## src/rtl/serial_add_pkg.sv

```systemverilog
`timescale 1ns/1ps
`default_nettype none
// ============================================================================
// Module      : serial_add_pkg
// Description : Shared types and limits for the bit-serial adder sequencer.
//               sa_state_t    - sequencer FSM encoding (IDLE, RUN, DONE)
//               SA_MAX_WIDTH  - widest operand the sequencer supports
// Revision    : 1.0 - initial release
// ============================================================================
package serial_add_pkg;

  typedef enum logic [1:0] {
    IDLE = 2'd0,
    RUN  = 2'd1,
    DONE = 2'd2
  } sa_state_t;

  localparam int SA_MAX_WIDTH = 64;

endpackage : serial_add_pkg
`default_nettype wire

```

## src/rtl/fa_bit.sv

```systemverilog
`timescale 1ns/1ps
`default_nettype none
// ============================================================================
// Module      : fa_bit
// Description : Purely combinational 1-bit full adder.
//               i_a, i_b, i_cin : addend bits and carry-in
//               o_s             : sum bit
//               o_c             : carry-out
// Revision    : 1.0 - initial release
// ============================================================================
module fa_bit (
  input  logic i_a,
  input  logic i_b,
  input  logic i_cin,
  output logic o_s,
  output logic o_c
);

  assign o_s = i_a ^ i_b ^ i_cin;
  assign o_c = (i_a & i_b) | (i_a & i_cin) | (i_b & i_cin);

endmodule : fa_bit
`default_nettype wire

```

## src/rtl/serial_add_seq.sv

```systemverilog
`timescale 1ns/1ps
`default_nettype none
// ============================================================================
// Module      : serial_add_seq
// Description : Bit-serial adder sequencer. Accepts two WIDTH-bit operands
//               plus carry-in, runs them LSB-first through a single fa_bit
//               cell over WIDTH cycles, and presents sum + carry-out on a
//               valid/ready handshake.
//   clk          in   1      rising-edge clock
//   rst_n        in   1      asynchronous active-low reset
//   start_valid  in   1      operands presented
//   start_ready  out  1      accepting operands (IDLE only)
//   a_in, b_in   in   WIDTH  operands, sampled on accept
//   cin_in       in   1      carry-in, sampled on accept
//   done_valid   out  1      sum_out/cout_out valid (DONE)
//   done_ready   in   1      consumer takes result
//   sum_out      out  WIDTH  (a+b+cin) mod 2^WIDTH, held until next result
//   cout_out     out  1      carry out of bit WIDTH-1
//   busy         out  1      RUN or DONE
// Revision    : 1.0 - initial release
// ============================================================================
module serial_add_seq
  import serial_add_pkg::*;
#(
  parameter int WIDTH = 8
) (
  input  logic             clk,
  input  logic             rst_n,
  input  logic             start_valid,
  output logic             start_ready,
  input  logic [WIDTH-1:0] a_in,
  input  logic [WIDTH-1:0] b_in,
  input  logic             cin_in,
  output logic             done_valid,
  input  logic             done_ready,
  output logic [WIDTH-1:0] sum_out,
  output logic             cout_out,
  output logic             busy
);

  // Counter only has to reach WIDTH-1; keep at least one bit for WIDTH=1.
  localparam int CNT_W = (WIDTH > 1) ? $clog2(WIDTH) : 1;
  localparam logic [CNT_W-1:0] c_last_bit = CNT_W'(WIDTH - 1);
  localparam logic [CNT_W-1:0] c_cnt_one  = CNT_W'(1);

  generate
    if (WIDTH < 1 || WIDTH > SA_MAX_WIDTH) begin : g_bad_width
      $error("serial_add_seq: WIDTH out of range");
    end
  endgenerate

  sa_state_t        r_state;
  sa_state_t        w_state_next;
  logic [WIDTH-1:0] r_a_sh;
  logic [WIDTH-1:0] r_b_sh;
  logic [WIDTH-1:0] r_sum_sh;
  logic             r_carry;
  logic [CNT_W-1:0] r_bit_cnt;
  logic [WIDTH-1:0] r_sum_out;
  logic             r_cout_out;

  logic             w_fa_s;
  logic             w_fa_c;
  logic             w_last_bit;
  logic [WIDTH-1:0] w_sum_next;

  fa_bit u_fa_bit (
    .i_a   (r_a_sh[0]),
    .i_b   (r_b_sh[0]),
    .i_cin (r_carry),
    .o_s   (w_fa_s),
    .o_c   (w_fa_c)
  );

  assign w_last_bit = (r_bit_cnt == c_last_bit);

  // New sum bit enters at the MSB; after WIDTH shifts bit 0 lands at LSB.
  generate
    if (WIDTH == 1) begin : g_sum_w1
      assign w_sum_next = w_fa_s;
    end else begin : g_sum_wn
      assign w_sum_next = {w_fa_s, r_sum_sh[WIDTH-1:1]};
    end
  endgenerate

  // --------------------------------------------------------------------------
  // FSM
  // --------------------------------------------------------------------------
  always_ff @(posedge clk or negedge rst_n) begin
    if (!rst_n) begin
      r_state <= IDLE;
    end else begin
      r_state <= w_state_next;
    end
  end

  always_comb begin
    w_state_next = r_state;
    unique case (r_state)
      IDLE:    if (start_valid) w_state_next = RUN;
      RUN:     if (w_last_bit)  w_state_next = DONE;
      // Returning to IDLE here means no accept can coincide with the take.
      DONE:    if (done_ready)  w_state_next = IDLE;
      default: w_state_next = IDLE;
    endcase
  end

  // --------------------------------------------------------------------------
  // Datapath
  // --------------------------------------------------------------------------
  always_ff @(posedge clk or negedge rst_n) begin
    if (!rst_n) begin
      r_a_sh     <= '0;
      r_b_sh     <= '0;
      r_sum_sh   <= '0;
      r_carry    <= 1'b0;
      r_bit_cnt  <= '0;
      r_sum_out  <= '0;
      r_cout_out <= 1'b0;
    end else begin
      unique case (r_state)
        IDLE: begin
          if (start_valid) begin
            r_a_sh    <= a_in;
            r_b_sh    <= b_in;
            r_carry   <= cin_in;
            r_bit_cnt <= '0;
          end
        end
        RUN: begin
          r_a_sh   <= r_a_sh >> 1;
          r_b_sh   <= r_b_sh >> 1;
          r_sum_sh <= w_sum_next;
          r_carry  <= w_fa_c;
          if (w_last_bit) begin
            r_sum_out  <= w_sum_next;
            r_cout_out <= w_fa_c;
          end else begin
            r_bit_cnt <= r_bit_cnt + c_cnt_one;
          end
        end
        default: ;
      endcase
    end
  end

  assign start_ready = (r_state == IDLE);
  assign done_valid  = (r_state == DONE);
  assign busy        = (r_state != IDLE);
  assign sum_out     = r_sum_out;
  assign cout_out    = r_cout_out;

endmodule : serial_add_seq
`default_nettype wire

```

## config.mk

```make
export PLATFORM = sky130hd
export DESIGN_NAME = serial_add_seq
export DESIGN_NICKNAME = d
export VERILOG_FILES = /design/src/rtl/serial_add_pkg.sv /design/src/rtl/fa_bit.sv /design/src/rtl/serial_add_seq.sv
export SDC_FILE = /design/constraint.sdc
export NUM_CORES = 1
export LEC_CHECK = 0
export CAP_MARGIN = 40
export CORE_UTILIZATION = 47
export DETAILED_ROUTE_END_ITERATION = 16
export PLACE_DENSITY = 0.81
export RECOVER_POWER = 25
export SETUP_SLACK_MARGIN = 0.2
export SYNTH_ARGS = -nofsm -noshare
export SYNTH_HDL_FRONTEND = slang
export SYNTH_HIERARCHICAL = 1
export SYNTH_SLANG_ARGS = --single-unit
```

## constraint.sdc

```tcl
create_clock -name clk -period 1.6 [get_ports clk]
set_clock_uncertainty 0.1 [all_clocks]
set_input_delay 0.32 -clock clk [delete_from_list [all_inputs] [get_ports clk]]
set_output_delay 0.32 -clock clk [all_outputs]
set_load 0.02 [all_outputs]
```

==> summary.txt, run 1 <==
Timing
  • Max-Slew Margin vs Limit: 44.7%
  • Fmax achieved: about 630 MHz
  • Unrepaired setup endpoints after global routing: true
  • Hold Worst Slack: a little under 0.4 ns
  • Slew @ Worst Pin: slightly above 0.8 ns
  • Max Transition Viols Final: 0
  • Final hold vios: 0
  • Min cycle time layout: roughly 1.6 ns
  • Final period utilization: approximately 100%
  • Final Setup Violations: 0

Synth
  • Netlist Area Pre-Place: about 0.0018 sq mm
  • Post-synthesis async set-or-reset flop share: 100%
  • Syn_nets: 169
  • Largest family of logic cells by synthesized area: simple AND/OR/NAND/NOR gates
  • Synth top area share: a little over half
  • Area leader, netlist: dfrtp_1
  • Synth Register Bits: 38
  • Post-synthesis mux area share: between 10% and 20%
  • Compound-cell area share of the yosys netlist: 11.7%
  • Cell count after synthesis: between 100 and 150
  • Post-synthesis sequential area ratio: between 50 and 60%
  • XOR/XNOR Fraction of Synth Area: 0%
  • Synthesized area per cell: 12.6 sq um
  • Primary FF master, synth: dfrtp_1
  • Largest cells by area after synthesis: dfrtp_1 (52%), mux2_1 (5.6%), o221a_2 (4.9%)
  • Synth Area in Adders: about 2.5%
  • Post-synthesis simple-gate area fraction: roughly 17%
  • Post-synth EDFFs: 0
  • Yosys warning count: 6
  • Synth unique cells: 29

Worst setup path
  • CP max FO: 10
  • Slowest stage cell on the critical path: dfrtp_1
  • CP Launch Type: register
  • Arrival time at the worst endpoint: about 1.7 ns
  • Crit. path cell count: 5
  • Buf/Inv on CP: 1
  • Critical path class: reg2reg
  • CP endpoint: sum_out[7]
  • Crit end category: register
  • Worst Reg-to-Reg Cells: 5
  • R2R setup slack: between 0.01 and 0.015 ns
  • Crit path cell chain: ha_2 -> ha_4 -> nand3b_1 -> buf_12 -> mux2_1
  • CP startpoint: r_bit_cnt[0]
  • Worst EP required: roughly 1.7 ns
  • Crit-path max cell delay: 0.40 ns
  • R2r endpoint: sum_out[7]
  • CP top delay family: flip-flops
  • RR Startpoint: r_bit_cnt[0]

Clock tree
  • CTS Buf Count: 5
  • Clock slew at reported path FFs: 0.07 ns
  • TritonCTS sink count: 38
  • CTS tree: built
  • Clk_lat worst skew: ~0.29 ns
  • CTS root buf: clkbuf_8
  • Max clock buf depth: 2
  • Number of H-tree branching levels: 2

Placement
  • Dpl cells: approximately 220
  • Post-DP HPWL: 2470 um
  • Placed inst area: approximately 0.0022 sq mm
  • Final GP Congestion: between 0.7 and 0.8
  • Port Buf Inserts: 32

Drt
  • Iteration-0 DRC Markers: 65
  • WL/cell: approximately 16 um
  • DRT Pass-1 Iters: 4
  • Routed WL: 3810 um
  • DRC: 0
  • Antenna viol nets, final: 0
  • Via/cell ratio: 5.64
  • Vias: 1325

Global route
  • Largest net degree at the start of global routing: 39
  • Total track usage: 19.3%
  • Global-route wire length before repair: about 6000 um
  • Initial antenna violation count: 0
  • Vias in the first global route: 1266
  • Gr ovfl total: 0

Min path
  • Worst min path class: reg2reg

Finish
  • Commonest non-fill, non-tap cell in the layout: dfrtp_1
  • Ratio of cells with drive above 1 in the final layout: 36.4%
  • Post-route cell area: around 0.0025 sq mm
  • Antenna cells: 0
  • Nets: 210
  • Synth-to-Final Area Change: 37.0%
  • Fill cells: 295
  • Post-layout util: approximately two thirds
  • Fin cells: 235
  • Most frequent cells in the layout: dfrtp_1 (37), clkdlybuf4s50_1 (18), inv_1 (10)

Floorplan
  • Boundary pin count: 33
  • Initial Utilization: between 40% and 50%
  • Die width: between 60 and 70 um
  • Rows: 22
  • Full die area: 0.00413 sq mm
  • Area of the core: around 0.0037 sq mm
  • Die height: 64.3 um

Power
  • Power density cells: about 1900 mW/mm^2
  • Leakage: 0.00112 uW
  • Max IR drop VDD: roughly 990 uV

Outcome
  • Status: finished clean

Flow run
  • Max-Cap Viols: 0
==> per-stage QoR <==
stage	total power (uW)	worst slack (ns)	TNS (ns)
after detailed placement	3640	-0.210	-2.97
after global routing	5160	-0.0247	-0.166
after CTS	4660	0.0246	0
final	4860	0.0118	0
after floorplan	2980	0.113	0
after global placement	3520	-0.132	-2.15
==> cells in the mapped netlist, types with 3 or more instances <==
| library cell | number |
|---|---|
| buf_2 | 9 |
| or4b_1 | 8 |
| dfrtp_1 | 38 |
| nor4b_1 | 7 |
| nor3b_1 | 9 |
| o221ai_1 | 3 |
| inv_1 | 12 |
| mux2_2 | 5 |
| a211oi_1 | 7 |
| mux2_1 | 9 |
| nand3_1 | 3 |
| nand2b_1 | 5 |
| o221a_2 | 8 |
==> area by class of cell <==
class | instances | area (sq um) | share of cell area [%]
Sequential cell | 38 | 952 | 38.1
Multi-Input combinational cell | 82 | 866 | 34.6
Timing Repair Buffer | 47 | 432 | 17.3
Clock buffer | 6 | 82.6 | 3.30
Clock inverter | 2 | 60.1 | 2.40
Tap cell | 48 | 60.1 | 2.40
Inverter | 12 | 47.5 | 1.90
==> sequential cells by signal, summed over array words and instances (netlist names) <==
signal,count
sum_out,8
r_carry,1
r_a_sh,8
r_sum_sh,7
r_bit_cnt,3
r_state,2
r_b_sh,8
cout_out,1
==> cell families (layout without fill, tap and decap cells) <==
kind of cell,after synthesis,count (layout)
buf+inv,25,67
flops,38,38
fa+ha+maj,3,3
mux,16,16
compound gates,24,24
simple gates,39,39
==> worst min path at each step <==
stage,from,endpoint,slack (ns),cells past startpoint
after floorplan,rst_n,cout_out,-0.08,0
after global placement,rst_n,sum_out[0],0.29,2
after detailed placement,rst_n,r_sum_sh[1],0.29,2
after CTS,r_sum_sh[1],sum_out[0],0.39,1
after global routing,sum_out[5],sum_out[5],0.42,1
final,sum_out[2],sum_out[2],0.40,1
==> worst reg2reg max path, cell delays in order (launching register included) <==
cell and delay [ns]:
dfrtp_1 0.40, ha_2 0.19, ha_4 0.18, nand3b_1 0.13
buf_12 0.15, mux2_1 0.32
==> power breakdown <==
group	leakage [uW]	switching, uW	total [uW]	internal (uW)
clock network	0.0000714	340	1000	665
registers	0.000449	304	1720	1420
logic	0.000595	960	2140	1170
==> repair_timing <==
item                                    CTS  global route
cloned                                    0             1
endpoints found under the setup margin   46            49
gates resized for setup                  36            36
hold buffers                              1             0
pin swaps                                 0             4
setup buffers                             1             1
hold endpoints to repair                 38             0
==> metal layers <==
| layer | track usage (%) | wire length [um] | share of wire, % |
|---|---|---|---|
| met1 | 22.9 | 1620 | 43 |
| met2 | 31.8 | 1890 | 50 |
| met3 | 5.54 | 193 | 5.1 |
| met4 | 9.72 | 101 | 2.6 |
| met5 | 0 | 0 | 0 |
No activity file was read; power rests on OpenSTA's default activity.
==> inputs of run 2 (changes only) <==
--- a/config.mk
+++ b/config.mk
@@ -6,11 +6,12 @@
 export NUM_CORES = 1
 export LEC_CHECK = 0
 export CAP_MARGIN = 40
-export CORE_UTILIZATION = 47
+export CORE_UTILIZATION = 34
 export DETAILED_ROUTE_END_ITERATION = 16
-export PLACE_DENSITY = 0.81
+export PLACE_DENSITY = 0.63
 export RECOVER_POWER = 25
 export SETUP_SLACK_MARGIN = 0.2
+export SLEW_MARGIN = 20
 export SYNTH_ARGS = -nofsm -noshare
 export SYNTH_HDL_FRONTEND = slang
 export SYNTH_HIERARCHICAL = 1
==> summary.txt, run 2 (same netlist as run 1, synthesis figures left out) <==
Outcome
  • Status: finished, violations left (was finished clean)
  • Failing checks: negative setup slack

Placement
  • Post-DP HPWL: 2720 um (was 2470 um)
  • Setup slack at placement: -0.220 ns (was -0.210 ns)
  • Dpl cells: 247 (was 223)
  • Final GP Congestion: 0.729 (was 0.708)
  • Port Buf Inserts: 32 (unchanged)

Drt
  • Met2 WL: 2470 um (was 1890 um)
  • WL met3: 220 um (was 193 um)
  • Iteration-0 DRC Markers: 39 (was 65)
  • WL met1: 1840 um (was 1620 um)
  • DRT Pass-1 Iters: 4 (unchanged)
  • Antenna viol nets, final: 0 (unchanged)
  • Via/cell ratio: 5.20 (was 5.64)
  • Vias: 1434 (was 1325)
  • Routed WL: 4630 um (was 3810 um)
  • WL/cell: 16.8 um (was 16.2 um)
  • DRC: 0 (unchanged)
  • Top layer in use: met4 (unchanged)

Clock tree
  • CTS root buf: clkbuf_8 (unchanged)
  • Clk_lat worst skew: 0.29 ns (about the same)
  • CTS Buf Count: 5 (unchanged)
  • TritonCTS sink count: 38 (unchanged)
  • Number of H-tree branching levels: 2 (unchanged)
  • Clock slew at reported path FFs: 0.07 ns (about the same)
  • Max clock buf depth: 2 (unchanged)
  • CTS tree: built (unchanged)

Global route
  • Total track usage: 18.3% (was 19.3%)
  • Global-route wire length before repair: 7460 um (was 5910 um)
  • Initial antenna violation count: 0 (unchanged)
  • Vias in the first global route: 1530 (was 1266)
  • Largest net degree at the start of global routing: 22 (was 39)
  • Gr ovfl total: 0 (unchanged)

Finish
  • Fill cells: 436 (was 295)
  • Commonest non-fill, non-tap cell in the layout: dfrtp_1 (unchanged)
  • Nets: 229 (was 210)
  • Antenna cells: 0 (unchanged)
  • Ratio of cells with drive above 1 in the final layout: 50.0% (was 36.4%)
  • Synth-to-Final Area Change: 64.4% (was 37.0%)
  • Area occupied by multi-input gates: 0.00104 sq mm (was 866 sq um)
  • Post-layout util: 58.3% (was 67.8%)
  • Most frequent cells in the layout: dfrtp_1 (38), clkdlybuf4s50_1 (18), buf_6 (13) (was dfrtp_1 (37), clkdlybuf4s50_1 (18), inv_1 (10))
  • FF/Latch Area: 951 sq um (was 952 sq um)
  • Fin cells: 276 (was 235)

Floorplan
  • Die height: 75.3 um (was 64.3 um)
  • Full die area: 0.00566 sq mm (was 0.00413 sq mm)
  • Boundary pin count: 33 (unchanged)
  • Rows: 26 (was 22)
  • Initial Utilization: 35.5% (was 49.5%)
  • Die width: 75.3 um (was 64.3 um)
  • Area of the core: 0.00514 sq mm (was 0.00369 sq mm)

Timing
  • Slew @ Worst Pin: 0.553 ns (was 0.829 ns)
  • Max Transition Viols Final: 0 (unchanged)
  • Max-Slew Margin vs Limit: 63.1% (was 44.7%)
  • Min cycle time layout: 1.62 ns (was 1.59 ns)
  • Unrepaired setup endpoints after global routing: true (unchanged)
  • Final Setup Violations: 7 (was 0)
  • Final period utilization: 101% (was 99.3%)
  • Final hold vios: 0 (unchanged)
  • Setup WS post-layout: -0.0222 ns (was 0.0118 ns)
  • Fmax achieved: 616 MHz (was 630 MHz)
  • Final TNS setup: -0.108 ns (was 0 ns)

Power
  • Leakage: 0.00132 uW (was 0.00112 uW)
  • Overall power: 5590 uW (was 4860 uW)
  • Max IR drop VDD: 850 uV (was 995 uV)
  • Power density cells: 1860 mW/mm^2 (was 1950 mW/mm^2)

Worst setup path
  • Arrival time at the worst endpoint: 1.69 ns (was 1.66 ns)
  • CP startpoint: r_bit_cnt[1] (was r_bit_cnt[0])
  • Worst EP required: 1.67 ns (was 1.68 ns)
  • Crit path cell chain: ha_2 -> ha_4 -> nand3b_1 -> buf_12 -> mux2_1 (unchanged)
  • Buf/Inv on CP: 1 (unchanged)
  • Slowest stage cell on the critical path: dfrtp_1 (unchanged)
  • CP top delay family: flip-flops (unchanged)
  • CP max FO: 10 (unchanged)
  • Critical path class: reg2reg (unchanged)
  • R2r endpoint: sum_out[3] (was sum_out[7])
  • CP Launch Type: register (unchanged)
  • RR Startpoint: r_bit_cnt[1] (was r_bit_cnt[0])
  • Crit end category: register (unchanged)
  • Worst Reg-to-Reg Cells: 5 (unchanged)
  • R2R setup slack: -0.02 ns (was 0.01 ns)
  • Crit-path max cell delay: 0.40 ns (about the same)

Min path
  • Worst min path class: reg2reg (unchanged)
  • Min-Delay Path Depth: 1 (unchanged)
  • Worst hold endpoint: sum_out[2] (unchanged)
  • HP Start: sum_out[2] (unchanged)

Flow run
  • Max-Cap Viols: 0 (unchanged)
run 2: cell types whose count changed in the layout (fill, tap and decap cells not counted), sizes merged:
| cell | change |
|---|---|
| bufbuf | +2 |
| dlymetal6s2s | -1 |
| clkbuf | +1 |
| buf | +15 |
| o21ba | +1 |
| dlygate4sd2 | +1 |
run 2: worst max path at each step:
stage | cells past startpoint | slack (ns) | end
floorplan | 5 | 0.11 | cout_out
global placement | 4 | -0.18 | r_b_sh[4]
detailed placement | 4 | -0.22 | r_b_sh[2]
CTS | 5 | -0.001 | cout_out
global route | 5 | -0.07 | sum_out[4]
finish | 5 | -0.02 | sum_out[3]
run 2: power breakdown:
part	internal, uW	total (uW)	switching, uW
logic	1700	2860	1160
registers	1420	1740	319
clock network	665	995	330
total	3780	5590	1810
run 2: routing by layer:
| layer | vias up | track usage, % |
|---|---|---|
| li1 | 661 | - |
| met1 | 724 | 20.7 |
| met2 | 39 | 32.9 |
| met3 | 10 | 6.29 |
| met4 | 0 | 4.73 |
| met5 | - | 0 |
run 2: final cells by class:
class | count | area share (%)
clock buffer | 6 | 2.75
inverter | 12 | 1.59
clock inverter | 2 | 2.00
tap | 70 | 2.92
sequential | 38 | 31.7
timing repair buffer | 65 | 24.3
multi-input combinational | 83 | 34.8
run 2: per-stage QoR:
stage	hold slack (ns)	instance area [sq um]
after floorplan	-0.0756	1850
after global placement	0.191	2300
after detailed placement	0.204	2300
after CTS	0.401	2950
after global routing	0.418	3000
final	0.401	3000
run 2: what timing repair did:
action	4_1_cts	5_1_grt
endpoints found under the setup margin	48	49
hold buffers	1	0
gates resized for setup	91	21
buffers inserted	13	1
hold endpoints to repair	19	0
cloned	5	1
pin swaps	23	5
==> edit, RTL diff (config.mk and constraints of run 2) <==
Reset style: synchronous (`rst_n`), changed in 2 clocked blocks. Comments in the files are not updated.
--- a/src/rtl/serial_add_seq.sv
+++ b/src/rtl/serial_add_seq.sv
@@ -86,7 +86,7 @@
   // --------------------------------------------------------------------------
   // FSM
   // --------------------------------------------------------------------------
-  always_ff @(posedge clk or negedge rst_n) begin
+  always_ff @(posedge clk) begin
     if (!rst_n) begin
       r_state <= IDLE;
     end else begin
@@ -108,7 +108,7 @@
   // --------------------------------------------------------------------------
   // Datapath
   // --------------------------------------------------------------------------
-  always_ff @(posedge clk or negedge rst_n) begin
+  always_ff @(posedge clk) begin
     if (!rst_n) begin
       r_a_sh     <= '0;
       r_b_sh     <= '0;
Check against the original RTL: differs if rst_n is asserted again (counterexample within 4 cycles, from zero or initial values and one cycle with rst_n low); with rst_n held inactive, the same outputs for 10 cycles.
==> edit against run 2 <==
- area after synthesis shrank 8.4%
- maximum frequency up 12%
- routed wire length decreased by 31%
- design area fell by 23%
- sequential cell count is the same
- worst setup slack better by 0.18 ns
- critical endpoint is now done_valid
Power is not compared: it rests on default switching activity, and its combinational part moved more than twofold at a synthesized area within 25%.
==> edit: results <==
[run_status]
status = "finished, final reports clean"

[placed_design]
gp_congestion = 0.668
placed_cells = 266
io_buffers = 32
dpl_cell_area_um2 = 2090
dp_hpwl_um = 2000
dpl_worst_slack_ns = 0.0337

[yosys]
synth_common_cells = "nand2_1 (42), dfxtp_1 (38), mux2i_1 (16)"
avgSynthCellArea_um2 = 9.71
yosys_most_used_dff = "dfxtp_1"
yosysSeqAreaShare = 0.455
yosys.area_share.xor_xnor = 0
yosys-mux-area-fraction = 0.0959
synth_compound_area_frac = 0.195
synth_nets = 196
synthAdderAreaFrac = 0.0270
synth.area.top_cells = "dfxtp_1 (46%), mux2i_1 (9.6%), nand2_1 (9.4%)"
ys_warn_count = 6
postSynth.asyncResetShare = 0
synth_cell_types = 29

[final_layout]
finalNetCount = 235
n_antenna_cell = 0
layout-drive-gt1-share = 0.160
fillers = 454

[global_routing]
use_met2 = 0.213
globalRouteMet1Util = 0.170
grt_max_degree = 39
grtUsageMet3 = 0.0375
first_global_vias = 1239
antenna_found_initial = 0
grtUsageTotal = 0.137
grt_pass1_wl_um = 5440

[clocking]
cts_root_buf = "clkbuf_8"
clk_pin_slew_ns = 0.08
cts-htree-levels = 2
clk_latency_ns = 0.30
cts-buffers-inserted = 5

[route]
via_per_inst = 4.64
routed_wl_um = 3210
drtIter0Drc = 44
drtPass1Iterations = 3
wl_per_cell_um = 11.5

[worst_hold_path]
hold_class = "flop to flop"

[power]
p_leak_nw = 0.991

[run]
maxCapViolCount = 0

[timing]
maxSlewHeadroom = 0.762

[setup_path]
critPathMaxFanout = 3
critPathArrivalTime_ns = 1.03
## edit: cell types whose count changed after synthesis, sizes merged, moves of 7 or more
cell and change:
a211oi -7, a21boi +16, dfrtp -38, dfxtp +38
inv -11, mux2 -16, mux2i +16, nand2 +40
nor3b -9, nor4b -7, o211a +15, o221a -8
or4b -8
## edit: path summary, 6_finish.rpt
check,from,slack [ns],cells after the start,end
hold / removal,sum_out[2]$_SDFFE_PN0P_,0.35,2,sum_out[2]$_SDFFE_PN0P_
setup / recovery,r_state[0]$_SDFFE_PN0P_,0.15,2,done_valid
hold reg to reg,sum_out[2]$_SDFFE_PN0P_,0.35,2,sum_out[2]$_SDFFE_PN0P_
setup reg to reg,r_bit_cnt[0]$_SDFFE_PN0P_,0.20,5,r_state[0]$_SDFFE_PN0P_
## edit: cells by family (layout without fill, tap and decap cells)
logic type                 after synthesis  in the layout
and+or+nand+nor                         64             64
AOI/OAI and AO/OA                       39             39
DFF                                     38             38
muxes                                   16             16
buffers and inverters                   12             52
adders and majority gates                3              3
## edit: layout make-up
type	count	area (um^2)	area share
multi-input cells	122	882	0.381
flip-flops and latches	38	771	0.333
repair buffers	43	435	0.188
well taps	67	83.8	0.0362
clock buffers	5	68.8	0.0297
clock inverters	3	68.8	0.0297
inverters	1	3.75	0.00162
## edit: worst max-delay path: stages, from the launching register on
cell     delay, ns
dfxtp_4       0.39
and2b_1       0.20
buf_6         0.13
## edit: repair_timing
item / in CTS / in global routing
resized for setup: 23 / 30
pin swaps: 1 / 3
buffers inserted: 3 / 2
hold buffers: 0 / 0
setup endpoints to repair: 48 / 48
## edit: where the power goes
part	internal, mW	leakage, nW	switching, mW
registers	0.992	0.313	0.0323
logic	0.176	0.609	0.130
clock network	0.625	0.0683	0.361
total	1.79	0.991	0.523
## edit: metal layers
metal / wire, um / vias to the layer above
li1: - / 673
met1: 1600 / 587
met2: 1400 / 28
met3: 125 / 7
met4: 78 / 0
met5: 0 / -
